===== src/rtl/led_scan.sv =====
// led_scan: time-multiplexed hex display scanner feeding a shared 7-segment
// decoder. Each digit owns a slot of DWELL clocks. The first BLANK clocks of
// a slot are dark to avoid ghosting. The displayed value is double-buffered
// and changes only at frame boundaries. Optional leading-zero blanking hides
// high-order zero digits; digit 0 is never hidden.
//
// Ports:
//   clk    in   system clock
//   reset  in   synchronous, active-high reset
//   load   in   strobe: capture value into the pending buffer
//   value  in   4*DIGITS hex digits, nibble i = digit i (digit 0 = LSD)
//   lzb    in   leading-zero blanking enable, latched at frame boundary
//   D      out  nibble for the decoder
//   en     out  decoder enable
//   dig    out  one-hot digit select, active-high
//   frame  out  one-cycle pulse on the last cycle of each frame
//
// The outputs are registers. They are loaded with the decode of the *next*
// scan state, so each output matches the scan state of the same cycle.
module led_scan #(
   parameter int DIGITS = 4,
   parameter int DWELL  = 1000,
   parameter int BLANK  = 8
) (
   input  logic                  clk,
   input  logic                  reset,
   input  logic                  load,
   input  logic [4*DIGITS-1:0]   value,
   input  logic                  lzb,
   output logic [3:0]            D,
   output logic                  en,
   output logic [DIGITS-1:0]     dig,
   output logic                  frame
);

   localparam int VW = 4 * DIGITS;
   localparam int CW = (DWELL > 1) ? $clog2(DWELL) : 1;
   localparam int IW = (DIGITS > 1) ? $clog2(DIGITS) : 1;
   localparam logic [CW-1:0] CNT_MAX = CW'(DWELL - 1);
   localparam logic [IW-1:0] IDX_MAX = IW'(DIGITS - 1);
   localparam logic [CW-1:0] BLANK_C = CW'(BLANK);

   logic [CW-1:0] cnt_r,     cnt_n_s;
   logic [IW-1:0] idx_r,     idx_n_s;
   logic [VW-1:0] active_r,  active_n_s;
   logic [VW-1:0] pending_r, pending_n_s;
   logic          pend_v_r,  pend_v_n_s;
   logic          lzb_q_r,   lzb_q_n_s;
   logic          cnt_wrap_s, boundary_s;
   logic          phase_show_s, suppress_s, show_s;
   logic [3:0]          d_n_s;
   logic [DIGITS-1:0]   dig_n_s;
   logic                frame_n_s;

   // Select nibble i of v.
   function automatic logic [3:0] nibble_at(input logic [VW-1:0] v,
                                            input logic [IW-1:0] i);
      logic [3:0] n;
      n = 4'h0;
      for (int k = 0; k < DIGITS; k++) begin
         n = (IW'(k) == i) ? v[4*k +: 4] : n;
      end
      return n;
   endfunction

   // True when nibbles i..DIGITS-1 of v are all zero.
   function automatic logic upper_zero(input logic [VW-1:0] v,
                                       input logic [IW-1:0] i);
      logic z;
      z = 1'b1;
      for (int k = 0; k < DIGITS; k++) begin
         z = ((IW'(k) >= i) && (v[4*k +: 4] != 4'h0)) ? 1'b0 : z;
      end
      return z;
   endfunction

   // Next scan position, buffer transfers and latched blanking mode.
   always_comb begin
      cnt_n_s     = cnt_r;
      idx_n_s     = idx_r;
      active_n_s  = active_r;
      pending_n_s = pending_r;
      pend_v_n_s  = pend_v_r;
      lzb_q_n_s   = lzb_q_r;
      cnt_wrap_s  = (cnt_r == CNT_MAX);
      boundary_s  = cnt_wrap_s && (idx_r == IDX_MAX);

      if (cnt_wrap_s) begin
         cnt_n_s = {CW{1'b0}};
         if (idx_r == IDX_MAX) begin
            idx_n_s = {IW{1'b0}};
         end else begin
            idx_n_s = idx_r + IW'(1);
         end
      end else begin
         cnt_n_s = cnt_r + CW'(1);
      end

      // A load on the boundary cycle bypasses the pending buffer.
      if (boundary_s) begin
         if (load) begin
            active_n_s = value;
         end else if (pend_v_r) begin
            active_n_s = pending_r;
         end else begin
            active_n_s = active_r;
         end
         pend_v_n_s = 1'b0;
         lzb_q_n_s  = lzb;
      end else if (load) begin
         pending_n_s = value;
         pend_v_n_s  = 1'b1;
      end else begin
         pending_n_s = pending_r;
      end
   end

   // With no blanking gap the SHOW phase covers the whole slot.
   generate
      if (BLANK == 0) begin : g_no_blank
         assign phase_show_s = 1'b1;
      end else begin : g_blank
         assign phase_show_s = (cnt_n_s >= BLANK_C);
      end
   endgenerate

   // Decode of the next scan state into the output values.
   always_comb begin
      d_n_s      = nibble_at(active_n_s, idx_n_s);
      suppress_s = lzb_q_n_s && (idx_n_s != {IW{1'b0}}) &&
                   upper_zero(active_n_s, idx_n_s);
      show_s     = phase_show_s && !suppress_s;
      frame_n_s  = (cnt_n_s == CNT_MAX) && (idx_n_s == IDX_MAX);
      dig_n_s    = {DIGITS{1'b0}};
      for (int k = 0; k < DIGITS; k++) begin
         dig_n_s[k] = show_s && (IW'(k) == idx_n_s);
      end
   end

   // Scan state registers.
   always_ff @(posedge clk) begin
      if (reset) begin
         cnt_r     <= {CW{1'b0}};
         idx_r     <= {IW{1'b0}};
         active_r  <= {VW{1'b0}};
         pending_r <= {VW{1'b0}};
         pend_v_r  <= 1'b0;
         lzb_q_r   <= 1'b0;
      end else begin
         cnt_r     <= cnt_n_s;
         idx_r     <= idx_n_s;
         active_r  <= active_n_s;
         pending_r <= pending_n_s;
         pend_v_r  <= pend_v_n_s;
         lzb_q_r   <= lzb_q_n_s;
      end
   end

   // Output registers.
   always_ff @(posedge clk) begin
      if (reset) begin
         D     <= 4'h0;
         en    <= 1'b0;
         dig   <= {DIGITS{1'b0}};
         frame <= 1'b0;
      end else begin
         D     <= d_n_s;
         en    <= show_s;
         dig   <= dig_n_s;
         frame <= frame_n_s;
      end
   end

endmodule


===== config.mk =====
export PLATFORM = sky130hd
export DESIGN_NAME = led_scan
export DESIGN_NICKNAME = d
export VERILOG_FILES = /design/src/rtl/led_scan.sv
export SDC_FILE = /design/constraint.sdc
export NUM_CORES = 1
export LEC_CHECK = 0
export BUFFER_PORTS_ARGS = -buffer_cell sky130_fd_sc_hd__buf_2
export CELL_PAD_IN_SITES_DETAIL_PLACEMENT = 1
export CELL_PAD_IN_SITES_GLOBAL_PLACEMENT = 1
export CORE_MARGIN = 3
export CORE_UTILIZATION = 44
export DETAILED_ROUTE_END_ITERATION = 10
export PLACE_DENSITY_LB_ADDON = 0.25
export SLEW_MARGIN = 20
export SYNTH_ARGS = -nofsm -noshare
export SYNTH_HDL_FRONTEND = slang
export SYNTH_SLANG_ARGS = --single-unit

===== constraint.sdc =====
create_clock -name clk -period 2.56 [get_ports clk]
set_clock_uncertainty 0.1 [all_clocks]
set_input_delay 0.128 -clock clk [delete_from_list [all_inputs] [get_ports clk]]
set_output_delay 0.128 -clock clk [all_outputs]
set_load 0.01 [all_outputs]

==> results of run 1 <==
==> timing repair <==
| action | in CTS | in global routing |
|---|---|---|
| endpoints found under the hold margin | 16 | 0 |
| setup buffers | 1 | 1 |
| gates resized for setup | 0 | 3 |
| pin swaps | 0 | 2 |
| setup endpoints to repair | 1 | 5 |
| hold buffers | 16 | 0 |
==> power by group <==
group | internal (uW) | switching [uW]
Clock | 200 | 312
Sequential | 891 | 13.8
Combinational | 66.3 | 67.4
Total | 1160 | 393
==> cell type report <==
type,count,area (um2)
fillers,682,2450
multi-input cells,215,1430
flip-flops and latches,56,1120
repair buffers,64,448
well taps,72,90.1
clock buffers,5,68.8
clock inverters,3,25.0
inverters,4,15.0
==> cell usage in the layout, fill, tap and decap left out, types with 3 or more instances in the layout <==
master | synthesis | layout
a211oi_1 | 5 | 5
a21oi_1 | 12 | 12
a22oi_1 | 5 | 5
a2bb2oi_1 | 4 | 4
a41oi_1 | 4 | 4
and3_1 | 4 | 4
and4b_1 | 3 | 3
buf_2 | 3 | 29
buf_4 | 3 | 19
clkbuf_8 | 0 | 5
dfxtp_1 | 56 | 56
dlygate4sd3_1 | 0 | 16
inv_1 | 4 | 4
mux2i_1 | 14 | 14
nand2_1 | 10 | 10
nand2b_1 | 7 | 7
nand3_1 | 6 | 6
nand4_1 | 6 | 6
nor2_1 | 47 | 47
nor2b_1 | 5 | 5
nor3_1 | 15 | 14
nor3b_1 | 3 | 3
o2111ai_1 | 3 | 3
o21ai_0 | 5 | 5
o21bai_1 | 3 | 3
o22a_1 | 6 | 6
o22ai_1 | 8 | 8
xor2_1 | 3 | 3
==> critical path: stages (launching register included) <==
cell	delay [ns]
dfxtp_1	0.43
ha_1	0.30
nand4_1	0.13
buf_4	0.19
nor3_2	0.18
buf_4	0.16
nand2_1	0.10
or2_2	0.30
a41oi_1	0.27
a211oi_1	0.11
==> sequential cells by signal (all words and copies together) (netlist names) <==
signal	count
D	4
idx_r	2
lzb_q_r	1
active_r	16
cnt_r	10
en	1
pend_v_r	1
frame	1
dig	4
pending_r	16
==> per-stage QoR <==
step	power (uW)	instances	cell area [um2]	worst slack, ns	util, %
floorplan	996	292	2640	0.335	-
global placement	1030	393	2910	0.146	51.5
detailed placement	1040	393	2910	0.0330	51.5
CTS	1570	418	3170	0.0657	56.2
global route	1620	419	3200	-0.00803	56.6
finish	1550	419	3200	0.161	56.6
==> cells by family (layout without fill, tap and decap cells) <==
kind of cell,after synthesis,after routing,share of synthesized area [%]
simple gates,120,120,23.7
compound gates,72,72,20.8
flops,56,56,42.5
buf+inv,21,76,4.13
mux,15,15,5.83
xor+xnor,5,5,1.66
fa+ha+maj,3,3,1.42
==> worst min path at each step <==
stage | cells after the start | from | slack, ns | endpoint
2_1_floorplan | 1 | reset | 0.11 | cnt_r[2]$_SDFF_PP0_
3_3_place_gp | 2 | reset | 0.23 | cnt_r[2]$_SDFF_PP0_
3_5_place_dp | 2 | reset | 0.24 | cnt_r[2]$_SDFF_PP0_
4_1_cts | 3 | lzb | 0.003 | lzb_q_r$_SDFF_PP0_
5_1_grt | 3 | value[6] | 0.003 | pending_r[6]$_SDFFE_PP0P_
6_report | 3 | lzb | 0.01 | lzb_q_r$_SDFF_PP0_
==> layer usage <==
metal	vias up	wire length [um]	global-route usage, %
met1	1203	3450	28.3
met4	0	158	6.58
met3	17	303	3.67
met5	-	0	0
met2	56	3390	34.8
li1	1183	-	-
==> flow_summary.ini, run 1 <==
[floorplan]
die_area_um2 = 6960
fp.dieH_um = 83.4
coreArea_um2 = 5640
placement_rows = 27
die_x_um = 83.4
start_util_pct = 46.8
io_pins = 30

[drt]
via_per_inst = 5.87
wirelength_mm = 7.30
drcViolationCount = 0
postRouteAntennaNets = 0
first_pass_iters = 4
drtIter0Drc = 108
wl_per_cell_um = 17.4
vias = 2459

[cts]
tritoncts = yes
htree_levels = 2
clk_latency_ns = 0.32
cts.sinks = 56
numCtsBuffers = 5
cts_max_path_buffers = 2
clockRootBuffer = clkbuf_8
clk_pin_slew_ns = 0.10

[cells_and_area]
n_antenna_cell = 0
fin_nets = 369
syn2layout_area_growth_pct = 21.2
drive_gt1_share_pct = 19.9

[worst_setup_path]
cp-startpoint = idx_r[0]$_SDFF_PP0_
cp.arrival_ns = 2.48
timing.rr.start = idx_r[0]$_SDFF_PP0_
cp-endpoint = D[0]$_SDFF_PP0_
worstPathMaxFanout = 6
rrSetupSlack_ns = 0.16
r2r.worst_path.cells = 9
crit_required_ns = 2.64
r2r_end = D[0]$_SDFF_PP0_
crit_type = flip-flop to flip-flop
startpoint_type = flip-flop
endpoint_kind = flip-flop

[logic_synthesis]
synth_top_area_share_pct = 42.5
synth_edf_count = 0
synthArstFlopShare_pct = 0
synth-main-ff-cell = dfxtp_1
ys_ff_latch = 56
ys_types = 57
synth_area_per_cell_um2 = 9.03
syn-cell-area_um2 = 2640
syn_nets = 315
yosysTopAreaCell = dfxtp_1
ys_warn_count = 0
synthCells = 292
synth_seq_area_share_pct = 42.5
netlist_top_cells_area = dfxtp_1, nor2_1, mux2i_1
netlist_top_cells_count = dfxtp_1, nor2_1, nor3_1
yosysMostFrequentCell = dfxtp_1

[global_route]
grt-ovfl-total = 0
grt_pass1_vias = 2483
grt_usage_pct = 21.1
grt_pass1_wl_mm = 12.1
antenna_found_initial = 0
grt_max_degree = 51

[sta]
post-route-period-util_pct = 93.7
worstMarginPinSlew_ns = 0.554
hold_viol_final = 0
setup-violations-final = 0
period_minus_slack_ns = 2.40
drv_slew = 0
worst_hold_slack_ns = 0.00997
fin_tns_setup_ns = 0
slew_headroom_pct = 63.1
max_freq_mhz = 417

[power_and_ir_drop]
peakVddDrop_mv = 0.271
p_leak_uw = 0.00129
power_density_nw_per_um2 = 485

[run]
max_cap_viol_count = 0

[worst_hold_path]
hold_class = primary input to flip-flop

[run_status]
outcome = finished, final reports clean

[place]
place_congestion = 0.809
port_buffers = 29
hpwl_mm = 5.13
Power figures use the tool's default switching activity.
==> run 2: changes to the inputs <==
Settings changed: RECOVER_POWER set to 25.
==> run 2 against run 1 <==
  * Non-clock buffer count is the same
  * Cell area shrank 0.51%
  * Global-route usage is the same
  * Worst setup slack lost 0.0025 ns
  * Routed wire length is essentially flat
  * Worst hold slack lost 0.0011 ns
  * Sequential power is essentially flat
  * Clock power is essentially flat
  * Total power is essentially flat
==> flow_summary.ini, run 2 (synthesis results as in run 1) <==
[floorplan]
placement_rows = 27
io_pins = 30
die_area_um2 = 6960
start_util_pct = 46.8
fp.dieH_um = 83.4
coreArea_um2 = 5640
die_x_um = 83.4

[drt]
vias = 2457
drcViolationCount = 0
first_pass_iters = 5
postRouteAntennaNets = 0
wl_per_cell_um = 17.4
via_per_inst = 5.86
drtIter0Drc = 117
wirelength_mm = 7.30

[worst_setup_path]
worstPathMaxFanout = 6
timing.rr.start = idx_r[0]$_SDFF_PP0_
cp.arrival_ns = 2.48
crit_type = flip-flop to flip-flop
endpoint_kind = flip-flop
r2r_end = D[0]$_SDFF_PP0_
rrSetupSlack_ns = 0.16
crit_required_ns = 2.64
r2r.worst_path.cells = 9
startpoint_type = flip-flop

[place]
hpwl_mm = 5.13
dp_worst_setup_slack_ns = 0.0330
port_buffers = 29
place_congestion = 0.809

[power_and_ir_drop]
p_leak_uw = 0.00124
switchingPower_uw = 394
switching_share_pct = 25.4
peakVddDrop_mv = 0.272
power_density_nw_per_um2 = 488
total_power_uw = 1550
seq_power_share_pct = 58.3
pwr-share-clk_pct = 33.1
p_int_uw = 1160
combPwrFrac_pct = 8.6

[worst_hold_path]
holdPathStages = 3
worstHoldEndpoint = lzb_q_r$_SDFF_PP0_
hold_class = primary input to flip-flop
min_from = lzb

[cells_and_area]
mostFrequentLayoutCell = dfxtp_1
largest_registers = active_r (16), pending_r (16), cnt_r (10)
drive_gt1_share_pct = 16.7
layout_common_cells = dfxtp_1, nor2_1, buf_2, buf_4, dlygate4sd3_1
fin_nets = 369
syn2layout_area_growth_pct = 20.5
fillCellCount = 676
n_antenna_cell = 0

[global_route]
grt_pass1_vias = 2483
antenna_found_initial = 0
grt_max_degree = 51
grt-ovfl-total = 0
grt_pass1_wl_mm = 12.1
grt_usage_pct = 21.1

[sta]
worstMarginPinSlew_ns = 1.08
hold_viol_final = 0
period_minus_slack_ns = 2.40
post-route-period-util_pct = 93.8
slew_headroom_pct = 28.2
drv_slew = 0
setup-violations-final = 0
max_freq_mhz = 416
fin_tns_setup_ns = 0
setup_slack_ns = 0.159

[cts]
htree_levels = 2
clockRootBuffer = clkbuf_8
clk_pin_slew_ns = 0.10
numCtsBuffers = 5
clk_latency_ns = 0.32
cts_max_path_buffers = 2
tritoncts = yes
cts.sinks = 56

[run_status]
outcome = finished, final reports clean

[run]
max_cap_viol_count = 0
-- run 2: changes by cell type in the layout (fill, tap and decap cells not counted), sizes merged --
cell	delta
buf	-12
clkbuf	+12
-- run 2: through the flow --
step	cells	cell area [um2]	hold slack, ns	utilization [%]
2_1_floorplan	292	2640	0.108	-
3_3_place_gp	393	2910	0.230	51.5
3_5_place_dp	393	2910	0.236	51.5
4_1_cts	418	3170	0.00297	56.2
5_1_grt	419	3180	0.00324	56.4
6_report	419	3180	0.00888	56.4
-- run 2: how the worst max path moves through the flow --
stage	start	endpoint	depth (start not counted)
after detailed placement	cnt_r[0]$_SDFF_PP0_	pending_r[6]$_SDFFE_PP0P_	7
after CTS	cnt_r[0]$_SDFF_PP0_	D[0]$_SDFF_PP0_	9
after global placement	idx_r[0]$_SDFF_PP0_	D[1]$_SDFF_PP0_	8
final	idx_r[0]$_SDFF_PP0_	D[0]$_SDFF_PP0_	9
after floorplan	cnt_r[0]$_SDFF_PP0_	pending_r[10]$_SDFFE_PP0P_	10
after global routing	cnt_r[0]$_SDFF_PP0_	en$_SDFF_PP0_	8
-- run 2: power groups by stage --
stage / Clock, uW / Sequential (uW) / Combinational, uW
4_1_cts: 533 / 905 / 132
3_3_place_gp: 0 / 923 / 111
2_1_floorplan: 0 / 920 / 76.6
3_5_place_dp: 0 / 925 / 113
5_1_grt: 564 / 908 / 147
6_report: 513 / 905 / 133
-- run 2: routing by layer --
metal | GRT usage [%] | part of all wire, %
met1 | 28.3 | 48
met2 | 34.8 | 47
met3 | 3.67 | 3.6
met4 | 6.58 | 2.2
met5 | 0 | 0
-- run 2: final cells by class --
type | instances | area, um2 | area share, %
Timing Repair Buffer | 64 | 432 | 13.6
Clock buffer | 5 | 68.8 | 2.16
Multi-Input combinational cell | 215 | 1430 | 44.9
Inverter | 4 | 15.0 | 0.472
Tap cell | 72 | 90.1 | 2.83
Sequential cell | 56 | 1120 | 35.3
Clock inverter | 3 | 25.0 | 0.787
-- run 2: critical path, cell delays in order (launching register included) --
cell and delay [ns]:
dfxtp_1 0.43, ha_1 0.30, nand4_1 0.13, buf_4 0.19, nor3_2 0.18, buf_4 0.16, nand2_1 0.10, or2_2 0.30
a41oi_1 0.27, a211oi_1 0.12
-- run 2: what timing repair did --
action | 4_1_cts | 5_1_grt
pin swaps | 0 | 2
gates resized for setup | 0 | 3
buffers inserted | 1 | 1
hold buffers | 16 | 0
endpoints found under the hold margin | 16 | 0
setup endpoints to repair | 1 | 5
==> run 3: changes to the inputs <==
Settings changed: CELL_PAD_IN_SITES_DETAIL_PLACEMENT 1 to unset, CELL_PAD_IN_SITES_GLOBAL_PLACEMENT 1 to unset, CORE_ASPECT_RATIO set to 0.5, CORE_UTILIZATION 44 to 45, REMOVE_ABC_BUFFERS set to 1.
==> run 3 against run 2 <==
  * Global-route usage shrank 1.4 points
  * Total power grew 11%
  * Non-clock buffer count shrank 8
  * Routed wire length shrank 13%
  * Register-to-register slack lost 0.05 ns
  * First-iteration DRC count grew 88%
  * Sequential power is essentially flat
  * Critical path depth shrank 3
  * Sequential cell count is the same
  * Worst setup slack lost 0.049 ns
  * Cell area shrank 0.12%
  * Sequential share of layout area is essentially flat
==> flow_summary.ini, run 3 (synthesis results as in run 1) <==
[run_status]
outcome = finished, final reports clean

[cells_and_area]
drive_gt1_share_pct = 15.3
layout_common_cells = dfxtp_1, nor2_1, buf_2
syn2layout_area_growth_pct = 20.4
n_antenna_cell = 0
mostFrequentLayoutCell = dfxtp_1
fin_nets = 361
final_util_pct = 57.1
largest_registers = active_r (16), pending_r (16), cnt_r (10)

[drt]
drcViolationCount = 0
first_pass_iters = 4
via_per_inst = 5.67
postRouteAntennaNets = 0
vias = 2336
wirelength_mm = 6.35
wl_per_cell_um = 15.4
drtIter0Drc = 220

[cts]
cts.sinks = 56
numCtsBuffers = 5
clk_pin_slew_ns = 0.07
cts_max_path_buffers = 2
clk_latency_ns = 0.30
htree_levels = 2
tritoncts = yes
clockRootBuffer = clkbuf_16

[place]
place_congestion = 0.827
hpwl_mm = 4.53
port_buffers = 29

[worst_setup_path]
endpoint_kind = flip-flop
worstPathMaxFanout = 13
cp.arrival_ns = 2.56
crit_required_ns = 2.67
crit_type = flip-flop to flip-flop
rrSetupSlack_ns = 0.11
startpoint_type = flip-flop

[floorplan]
io_pins = 30
die_x_um = 114
die_area_um2 = 6870
coreArea_um2 = 5560
fp.dieH_um = 60.1
start_util_pct = 47.4
placement_rows = 19

[power_and_ir_drop]
power_density_nw_per_um2 = 543
total_power_uw = 1720
peakVddDrop_mv = 0.437
p_leak_uw = 0.00124

[sta]
post-route-period-util_pct = 95.7
drv_slew = 0
fin_tns_setup_ns = 0
period_minus_slack_ns = 2.45
max_freq_mhz = 408
hold_viol_final = 0
setup-violations-final = 0
worstMarginPinSlew_ns = 0.467
slew_headroom_pct = 68.8

[global_route]
antenna_found_initial = 0
grt_pass1_vias = 2282
grt-ovfl-total = 0
grt_usage_pct = 19.7
grt_pass1_wl_mm = 10.5
grt_max_degree = 41

[worst_hold_path]
hold_class = primary input to flip-flop

[run]
max_cap_viol_count = 0
## run 3: cell count changes in the layout (fill, tap and decap cells not counted), moves of 2 or more
cell	change
clkbuf_16	+5
dlygate4sd3_1	-2
clkbuf_8	-5
buf_4	-6
## run 3: final timing paths
kind         depth (start not counted)                 startpoint                   endpoint
max                                  6        cnt_r[7]$_SDFF_PP0_          dig[1]$_SDFF_PP0_
min                                  3                   value[2]  pending_r[2]$_SDFFE_PP0P_
max reg2reg                          6        cnt_r[7]$_SDFF_PP0_          dig[1]$_SDFF_PP0_
min reg2reg                          2  pending_r[0]$_SDFFE_PP0P_  pending_r[0]$_SDFFE_PP0P_
## run 3: through the flow
stage | area [um2] | hold WS [ns] | worst slack (ns) | cells
2_1_floorplan | 2540 | 0.0947 | -0.0270 | 275
3_3_place_gp | 2860 | 0.274 | 0.184 | 388
3_5_place_dp | 2860 | 0.285 | 0.128 | 388
4_1_cts | 3150 | 0.0172 | 0.105 | 410
5_1_grt | 3180 | 0.0418 | -0.0388 | 412
6_report | 3180 | 0.0186 | 0.110 | 412
## run 3: cell type report
class / count / area (um2)
Inverter: 4 / 15.0
Clock buffer: 5 / 125
Fill cell: 507 / 2390
Multi-Input combinational cell: 215 / 1440
Timing Repair Buffer: 56 / 367
Clock inverter: 3 / 21.3
Sequential cell: 56 / 1120
Tap cell: 73 / 91.3
## run 3: layer usage
metal / share of wire [%] / wire (um) / up-vias / track usage (%)
li1: - / - / 1167 / -
met1: 50 / 3180 / 1104 / 26.3
met2: 43 / 2740 / 57 / 31.0
met3: 4.9 / 314 / 8 / 4.65
met4: 1.8 / 113 / 0 / 8.12
met5: 0 / 0 / - / 0
## run 3: repair_timing
item                                    4_1_cts  5_1_grt
endpoints found under the hold margin        14        0
endpoints found under the setup margin        0        5
buffers inserted                              0        2
resized for setup                             0        4
hold buffers                                 14        0
## run 3: worst max-delay path, stage by stage, from the launching register on
cell,delay (ns)
dfxtp_1,0.46
and3_1,0.49
and4_1,0.42
a2bb2oi_1,0.41
nor4b_4,0.10
a21boi_2,0.18
a211oi_1,0.21
## run 3: power by group
group | internal (uW) | switching, uW
Clock | 365 | 326
Combinational | 63.9 | 65.4
Sequential | 891 | 12.2
